`config.mk`:
```
export PLATFORM = sky130hd
export DESIGN_NAME = instr_fetch
export DESIGN_NICKNAME = d
export VERILOG_FILES = /design/src/rtl/instr_fetch.sv
export SDC_FILE = /design/constraint.sdc
export NUM_CORES = 1
export LEC_CHECK = 0
export ABC_AREA = 1
export CAP_MARGIN = 10
export CORE_ASPECT_RATIO = 1.75
export CORE_MARGIN = 2
export CORE_UTILIZATION = 50
export CTS_BUF_LIST = sky130_fd_sc_hd__clkbuf_8
export CTS_CLUSTER_SIZE = 24
export DETAILED_ROUTE_END_ITERATION = 7
export GPL_TIMING_DRIVEN = 0
export PLACE_DENSITY = 0.73
export SYNTH_ARGS = -nofsm -noshare
export SYNTH_HDL_FRONTEND = slang
export SYNTH_SLANG_ARGS = --single-unit
```
`constraint.sdc`:
```
create_clock -name clk -period 3.4 [get_ports clk]
set_input_delay 0.68 -clock clk [delete_from_list [all_inputs] [get_ports clk]]
set_output_delay 0.68 -clock clk [all_outputs]
set_load 0.1 [all_outputs]
```
`src/rtl/instr_fetch.sv`:
```
// rtl/instr_fetch.sv - byte-serial instruction fetch with prefetch FIFO
//
// Purpose:
//   Walks byte-addressed instruction memory one byte per clock, assembles
//   big-endian words, buffers them in a small prefetch FIFO and offers the
//   head word to the controller over a valid/ready handshake. Supports PC
//   redirect (flushes the FIFO) and a sticky halt that only reset clears.
//
// Ports:
//   clk            clock, all state updates on posedge
//   rst            asynchronous active-low reset
//   mem_addr       byte address presented to instruction memory (pc + byte_idx)
//   mem_rdata      byte at mem_addr, combinational
//   instr          FIFO head word (0 when empty)
//   instr_pc       byte address of the head word (0 when empty)
//   instr_valid    FIFO non-empty
//   instr_ready    controller accepts the head this cycle
//   redirect_valid load redirect_pc and flush
//   redirect_pc    new byte PC, low two bits ignored
//   halt_req       stop fetching until reset
//   halted         fetch stopped
module instr_fetch #(
  parameter int N     = 32,
  parameter int M     = 10,
  parameter int DEPTH = 4
) (
  input  logic         clk,
  input  logic         rst,
  output logic [M+1:0] mem_addr,
  input  logic [7:0]   mem_rdata,
  output logic [N-1:0] instr,
  output logic [M+1:0] instr_pc,
  output logic         instr_valid,
  input  logic         instr_ready,
  input  logic         redirect_valid,
  input  logic [M+1:0] redirect_pc,
  input  logic         halt_req,
  output logic         halted
);

  localparam int PW = $clog2(DEPTH);

  localparam logic [1:0] ST_FETCH  = 2'd0;
  localparam logic [1:0] ST_STALL  = 2'd1;
  localparam logic [1:0] ST_HALTED = 2'd2;

  localparam logic [M+1:0] PC_STEP  = (M+2)'(4);
  localparam logic [PW:0]  CNT_ONE  = (PW+1)'(1);
  localparam logic [PW:0]  CNT_FULL = (PW+1)'(DEPTH);
  localparam logic [PW-1:0] PTR_ONE = PW'(1);

  logic [1:0]     state_q, state_d;
  logic [M+1:0]   pc_q, pc_d;
  logic [1:0]     byte_idx_q, byte_idx_d;
  // Bytes 0..2 of the word in progress; byte 3 is taken straight from
  // mem_rdata in the push cycle.
  logic [N-9:0]   asm_q, asm_d;

  logic [PW-1:0]  rd_ptr_q, rd_ptr_d;
  logic [PW-1:0]  wr_ptr_q, wr_ptr_d;
  logic [PW:0]    count_q, count_d;

  logic [N-1:0]   fifo_data_mem [DEPTH];
  logic [M+1:0]   fifo_pc_mem   [DEPTH];

  logic           pop;
  logic           push;
  logic           push_ok;
  logic           active;
  logic           do_halt;
  logic           do_redirect;
  logic [N-1:0]   push_word;
  logic           unused_redirect_lsbs;

  assign unused_redirect_lsbs = ^redirect_pc[1:0];

  assign instr_valid = (count_q != '0);
  assign pop         = instr_valid && instr_ready;
  // A pop in the same cycle frees a slot, so push is legal even when full.
  assign push_ok     = (count_q != CNT_FULL) || pop;
  assign active      = (state_q != ST_HALTED);
  assign do_halt     = active && halt_req;
  assign do_redirect = active && !halt_req && redirect_valid;
  assign push_word   = {asm_q, mem_rdata};

  assign mem_addr = pc_q + {{M{1'b0}}, byte_idx_q};
  assign halted   = (state_q == ST_HALTED);
  assign instr    = instr_valid ? fifo_data_mem[rd_ptr_q] : '0;
  assign instr_pc = instr_valid ? fifo_pc_mem[rd_ptr_q]   : '0;

  always_comb begin
    state_d    = state_q;
    pc_d       = pc_q;
    byte_idx_d = byte_idx_q;
    asm_d      = asm_q;
    push       = 1'b0;

    case (state_q)
      ST_FETCH: begin
        if (do_halt) begin
          state_d = ST_HALTED;
        end else if (do_redirect) begin
          pc_d       = {redirect_pc[M+1:2], 2'b00};
          byte_idx_d = 2'd0;
        end else begin
          case (byte_idx_q)
            2'd0:    asm_d[N-9  -: 8] = mem_rdata;
            2'd1:    asm_d[N-17 -: 8] = mem_rdata;
            2'd2:    asm_d[N-25 -: 8] = mem_rdata;
            default: ;
          endcase
          if (byte_idx_q != 2'd3) begin
            byte_idx_d = byte_idx_q + 2'd1;
          end else if (push_ok) begin
            push       = 1'b1;
            pc_d       = pc_q + PC_STEP;
            byte_idx_d = 2'd0;
          end else begin
            state_d = ST_STALL;
          end
        end
      end
      ST_STALL: begin
        if (do_halt) begin
          state_d = ST_HALTED;
        end else if (do_redirect) begin
          pc_d       = {redirect_pc[M+1:2], 2'b00};
          byte_idx_d = 2'd0;
          state_d    = ST_FETCH;
        end else if (pop) begin
          push       = 1'b1;
          pc_d       = pc_q + PC_STEP;
          byte_idx_d = 2'd0;
          state_d    = ST_FETCH;
        end
      end
      default: ;
    endcase
  end

  always_comb begin
    rd_ptr_d = rd_ptr_q;
    wr_ptr_d = wr_ptr_q;
    count_d  = count_q;
    if (do_redirect) begin
      // Flush wins over any same-cycle pop.
      rd_ptr_d = '0;
      wr_ptr_d = '0;
      count_d  = '0;
    end else begin
      if (push) wr_ptr_d = wr_ptr_q + PTR_ONE;
      if (pop)  rd_ptr_d = rd_ptr_q + PTR_ONE;
      if (push && !pop)      count_d = count_q + CNT_ONE;
      else if (pop && !push) count_d = count_q - CNT_ONE;
    end
  end

  always_ff @(posedge clk or negedge rst) begin
    if (!rst) begin
      state_q    <= ST_FETCH;
      pc_q       <= '0;
      byte_idx_q <= 2'd0;
      asm_q      <= '0;
      rd_ptr_q   <= '0;
      wr_ptr_q   <= '0;
      count_q    <= '0;
    end else begin
      state_q    <= state_d;
      pc_q       <= pc_d;
      byte_idx_q <= byte_idx_d;
      asm_q      <= asm_d;
      rd_ptr_q   <= rd_ptr_d;
      wr_ptr_q   <= wr_ptr_d;
      count_q    <= count_d;
    end
  end

  // Storage needs no reset: outputs are gated by instr_valid.
  always_ff @(posedge clk) begin
    if (push) begin
      fifo_data_mem[wr_ptr_q] <= push_word;
      fifo_pc_mem[wr_ptr_q]   <= pc_q;
    end
  end

endmodule

```
==> flow_summary.ini <==
[status]
outcome = finished clean

[final_layout]
regArea_um2 = 6171
fillers = 1387
synthToLayoutAreaGrowth_pct = 20.49
num_antenna_cells = 0
fin_util = 0.6163
nets = 943
drive_gt1_frac = 0.1989
final_cell_count_no_fill = 1161
multi_input_area_um2 = 2615

[die]
die_width_um = 105.3
fp.dieH_um = 181.2
rows = 64
core_um2 = 17540
die_area_um2 = 19070
start_util = 0.5115
io-pin-count = 83

[worst_setup_path]
worst_path_most_repeated_cell = buf_2
cp.required_ns = 2.72
startpoint_type = register
cp_top_family = buffers and inverters
criticalPathCategory = reg2out
critical_path.slowest_cell = buf_2
crit_chain = clkbuf_1 > buf_2 > buf_2 > nor2_1 > nor2_1 > o21ai_0 > a21oi_2 > buf_2
critPathBufInv = 4
crit_path_max_fanout = 10
max_stage_delay_ns = 0.46
arrival_ns = 2.58
end_kind = output port

[routing]
drt_wl_total_um = 19760
dr_total_vias = 6107
wire_per_inst_um = 17.02
drt_iter0_markers = 340
dr.pass1.iters = 5
ant_nets = 0
vias_per_cell = 5.260
drc = 0

[cts]
clock_path_buffers = 3
cts_setup_buffers = 0
root_buffer = clkbuf_8
numCtsBuffers = 28
clock_latency_ns = 0.55
h-tree-depth = 1
cts_tree = yes
cts.sinks = 213
clkTransAtPathRegs_ns = 0.07

[placed_design]
portBuffers = 78
dp.cells = 1109
gp_congestion = 0.7864
hpwl_um = 13160

[global_route]
grt_max_degree = 39
antenna_found_initial = 0
gr-total-overflow = 0
grt_pass1_vias = 6105
grt_first_pass_wirelength_um = 31620
gr-usage-all-layers = 0.2117

[yosys]
avgSynthCellArea_um2 = 11.30
synth_cell_types = 37
ys_warn_count = 0
ys_seq_area_frac = 0.6880
syn_inst = 794
ys_ff_latch = 213
synth_area_um2 = 8970

[timing]
maxSlewHeadroom = 0.3346
slew_viol_final = 0
tightest_slew_ns = 0.9950
period_share = 0.9582
max_clock_freq_mhz = 306.9
fin_worst_skew_ns = 0.02543
grt_setup_unrepaired = false
hold_viol = 0
setup-violations-final = 0
min_period_ns = 3.258

[job]
drv_cap = 0

[hold_path]
hp-class = reg2reg
[per-layer routing]
layer | vias to the layer above | track usage | routed length [um]
met5 | - | 0 | 0
met4 | 0 | 0.08747 | 615
met3 | 43 | 0.03030 | 1006
met2 | 186 | 0.3982 | 10810
met1 | 2930 | 0.2347 | 7320
li1 | 2948 | - | -
[layout make-up]
class                           count  share of cell area
Multi-Input combinational cell    497              0.2420
Clock inverter                     23             0.01887
Sequential cell                   213              0.5710
Buffer                             40             0.01922
Inverter                           44             0.01540
Clock buffer                       29             0.03693
Timing Repair Buffer               84             0.06992
Tap cell                          231             0.02674
[path summary, 6_finish.rpt]
path                               startpoint                   end  slack [ns]  cells after the start
worst max-delay path              rd_ptr_q[0]              instr[0]        0.14                      8
worst min-delay path                asm_q[12]  fifo_data_mem[3][20]        0.51                      0
worst max register to register  byte_idx_q[0]  fifo_data_mem[2][21]        0.95                      8
worst min register to register      asm_q[12]  fifo_data_mem[3][20]        0.51                      0
max in group asynchronous                 rst             asm_q[19]        2.40                      3
min in group asynchronous                 rst               pc_q[2]        0.52                      2
[sequential cells by signal, indices dropped and copies added (netlist names)]
signal	count
fifo_data_mem	128
fifo_pc_mem	40
asm_q	24
pc_q	10
count_q	3
byte_idx_q	2
rd_ptr_q	2
state_q	2
wr_ptr_q	2
[repair_timing]
action                                  CTS  global route
endpoints found under the setup margin   42            41
resized for setup                       233            12
endpoints found under the hold margin     7             0
hold buffers                              1             0
gates cloned                              0             0
[cells in the mapped netlist]
library cell / count / share of area
o21ai_0: 87 / 0.049
or2_2: 1 / 0.00070
o211ai_2: 2 / 0.0028
nand4_1: 3 / 0.0021
a21oi_1: 49 / 0.027
clkinv_1: 2 / 0.00084
a21boi_4: 1 / 0.0021
fa_1: 1 / 0.0022
inv_1: 35 / 0.015
nor2_8: 1 / 0.0022
nand3_4: 6 / 0.012
o21a_1: 1 / 0.00084
a21oi_2: 1 / 0.00098
clkinv_2: 1 / 0.00056
nand2_2: 3 / 0.0021
buf_4: 2 / 0.0017
nand3b_1: 2 / 0.0017
dfrtp_1: 45 / 0.13
edfxtp_1: 168 / 0.56
a211oi_1: 1 / 0.00084
nor2_1: 194 / 0.081
conb_1: 1 / 0.00042
nand3_1: 15 / 0.0084
xor2_1: 2 / 0.0020
nand2_1: 68 / 0.028
or2_0: 1 / 0.00070
nor2_4: 2 / 0.0025
nor3_1: 5 / 0.0028
clkbuf_1: 26 / 0.011
nand3_2: 2 / 0.0022
nor2_2: 2 / 0.0014
nand2_4: 2 / 0.0025
inv_2: 6 / 0.0025
o21ai_1: 34 / 0.019
buf_6: 5 / 0.0063
ha_1: 9 / 0.013
buf_2: 8 / 0.0045
[per-stage QoR]
stage	worst slack, ns	hold WS, ns	TNS, ns	cell area (um^2)
2_1_floorplan	-0.6034	0.3844	-101.38	9131
3_3_place_gp	-1.937	0.4971	-314.05	10200
3_5_place_dp	-0.2814	0.5078	-9.120	10330
4_1_cts	0.006159	0.5007	0	10780
5_1_grt	0.0009284	0.5296	0	10810
6_report	0.1421	0.5091	0	10810
[kinds of logic after synthesis]
logic type / after synthesis / synth area share
AND/OR/NAND/NOR: 307 / 0.1506
flip-flops: 213 / 0.6880
AO/OA/AOI/OAI: 176 / 0.1024
buffers and inverters: 85 / 0.04185
adder cells (fa/ha/maj): 10 / 0.01479
XOR/XNOR: 2 / 0.001953
other: 1 / 0.0004181
[placed cells by master, fill, tap and decap left out, types with 5 or more instances in the layout]
| cell type | Yosys | routed |
|---|---|---|
| clkbuf_4 | 0 | 11 |
| nor3_1 | 5 | 5 |
| edfxtp_1 | 168 | 168 |
| o21ai_0 | 87 | 87 |
| dfrtp_1 | 45 | 45 |
| buf_12 | 0 | 5 |
| buf_4 | 2 | 23 |
| inv_1 | 35 | 37 |
| clkdlybuf4s50_1 | 0 | 35 |
| clkinv_1 | 2 | 8 |
| clkbuf_1 | 26 | 23 |
| clkinv_2 | 1 | 11 |
| nand2_1 | 68 | 68 |
| nand3_4 | 6 | 6 |
| o21ai_1 | 34 | 34 |
| nand3_1 | 15 | 15 |
| a21oi_2 | 1 | 43 |
| a21oi_1 | 49 | 7 |
| inv_2 | 6 | 7 |
| buf_2 | 8 | 19 |
| buf_6 | 5 | 5 |
| clkbuf_8 | 0 | 29 |
| nor2_4 | 2 | 6 |
| nor2_1 | 194 | 190 |
| ha_1 | 9 | 9 |
Power is not shown: default switching activity piles up to over one toggle a cycle in this logic, so the estimate is an artifact.
